File: src/rtl/sdram_init_ctrl.sv
`default_nettype none
// +----------------------------------------------------------------------------+
// | sdram_init_ctrl: SDR SDRAM power-up sequencer (wait, PRECHARGE ALL,        |
// | AUTO REFRESH xN, LOAD MODE REGISTER). Revision 1.0                         |
// +----------------------------------------------------------------------------+
module sdram_init_ctrl #(
    parameter int T_POWER  = 20000,
    parameter int T_RP     = 2,
    parameter int T_RFC    = 7,
    parameter int T_MRD    = 3,
    parameter int AREF_NUM = 8
) (
    input  logic        sys_clk,
    input  logic        sys_rst_n,
    output logic [3:0]  init_cmd,
    output logic [1:0]  init_ba,
    output logic [12:0] init_addr,
    output logic        init_end
);

    localparam logic [3:0]  CMD_NOP  = 4'b0111;
    localparam logic [3:0]  CMD_PRE  = 4'b0010;
    localparam logic [3:0]  CMD_AREF = 4'b0001;
    localparam logic [3:0]  CMD_LMR  = 4'b0000;
    localparam logic [1:0]  BA_IDLE   = 2'b11;
    localparam logic [12:0] ADDR_IDLE = 13'h1FFF;
    // Burst write = programmed, CL=3, sequential, full-page burst
    localparam logic [12:0] MODE_REG  = 13'b000_0_00_011_0_111;

    localparam int MAX_A  = (T_POWER > T_RFC) ? T_POWER : T_RFC;
    localparam int MAX_B  = (T_RP > T_MRD) ? T_RP : T_MRD;
    localparam int MAX_T  = (MAX_A > MAX_B) ? MAX_A : MAX_B;
    localparam int CNT_W  = $clog2(MAX_T + 1);
    localparam int REF_W  = $clog2(AREF_NUM + 1);

    typedef enum logic [2:0] {
        IDLE = 3'd0,
        PRE  = 3'd1,
        TRP  = 3'd2,
        AREF = 3'd3,
        TRFC = 3'd4,
        MRS  = 3'd5,
        TMRD = 3'd6,
        END  = 3'd7
    } state_t;

    state_t             state;
    logic [CNT_W-1:0]   cnt;
    logic [REF_W-1:0]   ref_cnt;

    // Outputs are loaded on the transition edge so each command lands in
    // the first cycle of its state.
    always_ff @(posedge sys_clk or negedge sys_rst_n) begin
        if (!sys_rst_n) begin
            state     <= IDLE;
            cnt       <= '0;
            ref_cnt   <= '0;
            init_cmd  <= CMD_NOP;
            init_ba   <= BA_IDLE;
            init_addr <= ADDR_IDLE;
            init_end  <= 1'b0;
        end else begin
            case (state)
                IDLE: begin
                    if (cnt == CNT_W'(T_POWER - 1)) begin
                        state    <= PRE;
                        cnt      <= '0;
                        init_cmd <= CMD_PRE;
                    end else begin
                        cnt <= cnt + CNT_W'(1);
                    end
                end
                PRE: begin
                    state    <= TRP;
                    cnt      <= '0;
                    init_cmd <= CMD_NOP;
                end
                TRP: begin
                    if (cnt == CNT_W'(T_RP - 1)) begin
                        state    <= AREF;
                        cnt      <= '0;
                        init_cmd <= CMD_AREF;
                    end else begin
                        cnt <= cnt + CNT_W'(1);
                    end
                end
                AREF: begin
                    state    <= TRFC;
                    cnt      <= '0;
                    ref_cnt  <= ref_cnt + REF_W'(1);
                    init_cmd <= CMD_NOP;
                end
                TRFC: begin
                    if (cnt == CNT_W'(T_RFC - 1)) begin
                        cnt <= '0;
                        if (ref_cnt < REF_W'(AREF_NUM)) begin
                            state    <= AREF;
                            init_cmd <= CMD_AREF;
                        end else begin
                            state     <= MRS;
                            init_cmd  <= CMD_LMR;
                            init_ba   <= 2'b00;
                            init_addr <= MODE_REG;
                        end
                    end else begin
                        cnt <= cnt + CNT_W'(1);
                    end
                end
                MRS: begin
                    state     <= TMRD;
                    cnt       <= '0;
                    init_cmd  <= CMD_NOP;
                    init_ba   <= BA_IDLE;
                    init_addr <= ADDR_IDLE;
                end
                TMRD: begin
                    if (cnt == CNT_W'(T_MRD - 1)) begin
                        state    <= END;
                        cnt      <= '0;
                        init_end <= 1'b1;
                    end else begin
                        cnt <= cnt + CNT_W'(1);
                    end
                end
                END: begin
                    init_cmd <= CMD_NOP;
                    init_end <= 1'b1;
                end
                default: begin
                    state <= IDLE;
                    cnt   <= '0;
                end
            endcase
        end
    end

endmodule
`default_nettype wire

File: config.mk
export PLATFORM = sky130hd
export DESIGN_NAME = sdram_init_ctrl
export DESIGN_NICKNAME = d
export VERILOG_FILES = /design/src/rtl/sdram_init_ctrl.sv
export SDC_FILE = /design/constraint.sdc
export NUM_CORES = 1
export LEC_CHECK = 0
export CORE_UTILIZATION = 25
export DETAILED_ROUTE_END_ITERATION = 16
export PLACE_DENSITY = 0.51
export RECOVER_POWER = 25
export SYNTH_ARGS = -nofsm -noshare
export SYNTH_HDL_FRONTEND = slang
export SYNTH_SLANG_ARGS = --single-unit
export TNS_END_PERCENT = 10
File: constraint.sdc
create_clock -name sys_clk -period 3.8 [get_ports sys_clk]
set_input_delay 0.76 -clock sys_clk [delete_from_list [all_inputs] [get_ports sys_clk]]
set_output_delay 0.76 -clock sys_clk [all_outputs]
set_load 0.01 [all_outputs]
Word level (Yosys, flattened, before mapping)

Cells that the tools add are included.
Widths: inputs -> output; s select.

Bits in registers: 42

Add/subtract/negate cells: 2
Reductions and logical operators: 12
Mux-type cells: 24
Equality and inequality tests: 16
$lt $le $gt $ge: 1

Operators with widths:

| operator              | count |
|---|---|
| $pmux 15 s5           | 1 |
| $mux 15               | 4 |
| $mux 13               | 2 |
| $pmux 13 s2           | 1 |
| $pmux 3 s7            | 1 |
| $pmux 4 s4            | 1 |
| $add 15x1->15 const B | 1 |
| $eq 15x1->1 const B   | 1 |
| $eq 15x15->1 const B  | 1 |
| $eq 15x2->1 const B   | 1 |
| $eq 15x3->1 const B   | 1 |
| $mux 3                | 5 |
| $eq 3x3->1 const B    | 4 |
| $mux 4                | 3 |
| $ne 2x2->1 const B    | 5 |
| $reduce_bool 7->1     | 1 |
| $eq 3x2->1 const B    | 2 |
| $reduce_and 5->1      | 1 |
| $reduce_bool 5->1     | 1 |
| $add 4x1->4 const B   | 1 |
| $lt 4x4->1 const B    | 1 |
| $mux 2                | 2 |
| $pmux 2 s2            | 1 |
| $reduce_and 4->1      | 1 |
| 10 further kinds      | 12 |

Depth between registers and ports, before layout

Depth after elaboration: 4
Depth in mapped cells: 8
Mapped depth without buffers: 7

Least setup slack after synthesis

OpenSTA, ideal clock, no wires.

Path kind: register -> register
Start: register cnt[12]
End: register cnt[3]
Setup slack: 2.139 ns
Arrival time: 1.542 ns
Clock period less this slack: 1.661 ns
Buffers on the path: 2
Stages on the path, launching flop included: 8
Setup time: 0.119 ns
Cell sequence: dfrtp_1 -> nor4_2 -> and4_1 -> buf_4 -> o211ai_2 -> o21bai_4 -> buf_6 -> nor2_2

Word-level cells in the longest chain between the ends: 3

Ends and longest elaborated chain:

| item                                      | line | RTL |
|---|---|---|
| start: declaration                        | 48   | `logic [CNT_W-1:0] cnt;` |
| start signal: assignment                  | 70   | `cnt <= cnt + CNT_W'(1);` |
| start signal: assignment                  | 84   | `cnt <= cnt + CNT_W'(1);` |
| start signal: assignment                  | 106  | `cnt <= cnt + CNT_W'(1);` |
| $eq 15x2->1, or another cell as far along | 117  | `if (cnt == CNT_W'(T_MRD - 1)) begin` |
| $mux 15, on equally long branches         | --   |  |
| $pmux 15 s5 *                             | 63   | `case (state)` |

Mark *: on every way between the ends. The rest lies on a longest branch, timed or not.
A chain may end at the register's enable or synchronous reset.

==> reports/qor.yml <==
yosysTopAreaCell: "dfrtp_1"
ys_ff_latch: 27
drt-pass1-iter-count: 4
yosys_most_used_dff: "dfrtp_1"
rsz0062_at_grt: "no"
initialDrtViolationCount: 56
synth_edf_count: 0
core-area_um2: 6350
dieArea_um2: 6870
min_from: "ref_cnt[2]"
tightestPinTransition_ns: 1.44
fin_ws_ns: 1.57
cts_max_path_buffers: 2
grt_pass1_vias: 1045
dp_hpwl_mm: 2.06
io_pins: 22
fin_nets: 180
power_density_nw_per_um2: 257
fmax_mhz: 449
layout-drive-gt1-share_pct: 15.0
report.final.slew_viol_count: 0
gp_congestion: 0.686
utilization_pct: 28.2
diodes: 0
ys_seq_area_share_pct: 41.6
grt_first_pass_wirelength_mm: 5.14
total_power_uw: 460
leakagePower_nw: 0.761
slew_headroom_pct: 3.93
synth_cell_types: 39
peakVddDrop_mv: 0.101
setup_violations: 0
row_count: 29
cts_resized: 0
cp.required_ns: 3.04
syn_area_um2: 1640
fillers: 644
reg2reg_from: "cnt[12]"
ctsHoldBuffers: 0
hold_violations: 0
crit_family: "flip-flops"
tns_ns: 0
clockRootBuffer: "clkbuf_8"
hold_path_class: "flop to flop"
mostFrequentLayoutCell: "dfrtp_1"
max_cap_violations: 0
drc: 0
cp-startpoint: "init_ba[0]"
worstPathArrival_ns: 1.47
synth_area_leaders: "dfrtp_1 (35%), buf_4 (7.3%), dfstp_2 (6.4%)"
timing.final.crit_share_pct: 58.6
status: "finished, final reports clean"
ant_nets: 0
fin_crit_ns: 2.23
endpoint_kind: "output pin"
worst-path-buf-inv: 1
postSynthCellCount: 171
postCtsSetupRepairBufs: 0
syn_avg_cell_area_um2: 9.56
overflow: 0
async_flop_share_pct: 100
worstSetupStartpointType: "flop"
portBuffers: 15
initial_utilization_pct: 25.8
ys_warn_count: 0
syn2layout_area_growth_pct: 9.56
grt.total_usage_pct: 9.06
path_class: "flop to output pin"
cp_slowest_cell: "dfstp_2"
die_h_um: 82.9
numCtsBuffers: 3
synth_top_area_share_pct: 35.2
die_w_um: 82.9
clkTransAtPathRegs_ns: 0.09
clock_skew_ns: 0.00630
htree_levels: 1
cts_tree: "yes"
routed_wl_mm: 2.87
clkLatencyLatePin_ns: 0.27
cts_sinks: 27
dr_total_vias: 1097
routedWlPerCell_um: 11.5
dpl_worst_slack_ns: 1.69
critical_path.max_stage_delay_ns: 0.63
grt_max_degree: 28
vias_per_cell: 4.39
final_cell_mix: "dfrtp_1 (23), nand2_1 (16), clkdlybuf4s50_1 (14)"
path_cells: "clkdlybuf4s50_1"
crit_fanout: 11
antenna_found_initial: 0
metrics by stage:
step | cells | cell area, um2 | hold slack, ns
2_1_floorplan | 175 | 1650 | 0.445
3_3_place_gp | 246 | 1750 | 0.461
3_5_place_dp | 246 | 1750 | 0.468
4_1_cts | 250 | 1800 | 0.486
5_1_grt | 250 | 1790 | 0.524
6_report | 250 | 1790 | 0.483
cells by family after synthesis:
logic type	share of synthesized area [%]
other	0.459
and+or+nand+nor	22.3
buffers and inverters	10.6
AOI/OAI and AO/OA	12.0
DFF	41.6
adders and majority gates	3.06
xor gates and xnor gates	8.57
muxes	1.38
per-layer routing:
layer	part of all wire [%]	vias to the layer above	global-route usage (%)
met3	1.7	6	0.994
met2	44	14	14.2
met1	52	505	12.7
met5	0	-	0
met4	2.0	0	3.76
li1	-	572	-
state kept, by name, indices dropped and copies added, names as in the netlist:
| signal | flops |
|---|---|
| init_end | 1 |
| state | 3 |
| cnt | 15 |
| init_cmd | 3 |
| init_ba | 1 |
| ref_cnt | 4 |
Yosys cell counts, types with 5 or more instances:
| cell type | instances |
|---|---|
| inv_1 | 5 |
| nor2_1 | 12 |
| nand3_1 | 5 |
| xor2_1 | 11 |
| nor2_2 | 10 |
| buf_4 | 16 |
| nand2_1 | 16 |
| dfrtp_1 | 23 |
| xnor2_1 | 5 |
| nand4_1 | 7 |
| o21ai_0 | 7 |
final timing paths:
kind | endpoint | slack [ns] | depth (start not counted)
setup / recovery | init_addr[7] | 1.57 | 1
hold / removal | ref_cnt[2] | 0.48 | 1
setup reg to reg | state[0] | 1.69 | 5
hold reg to reg | ref_cnt[2] | 0.48 | 1
max in group asynchronous | cnt[2] | 1.61 | 2
min in group asynchronous | cnt[13] | 1.35 | 2
report_power, final:
part | switching, mW | internal [mW]
registers | 0 | 0.287
logic | 0.00810 | 0.000876
clock network | 0.0885 | 0.0751
area by class of cell:
| cell class | count | area [um2] | share of cell area (%) |
|---|---|---|---|
| Clock buffer | 4 | 45.0 | 2.51 |
| Inverter | 5 | 18.8 | 1.05 |
| Multi-Input combinational cell | 121 | 797 | 44.5 |
| Sequential cell | 27 | 681 | 38.0 |
| Tap cell | 77 | 96.3 | 5.38 |
| Timing Repair Buffer | 16 | 154 | 8.59 |
(Power assumes the default switching activity.)
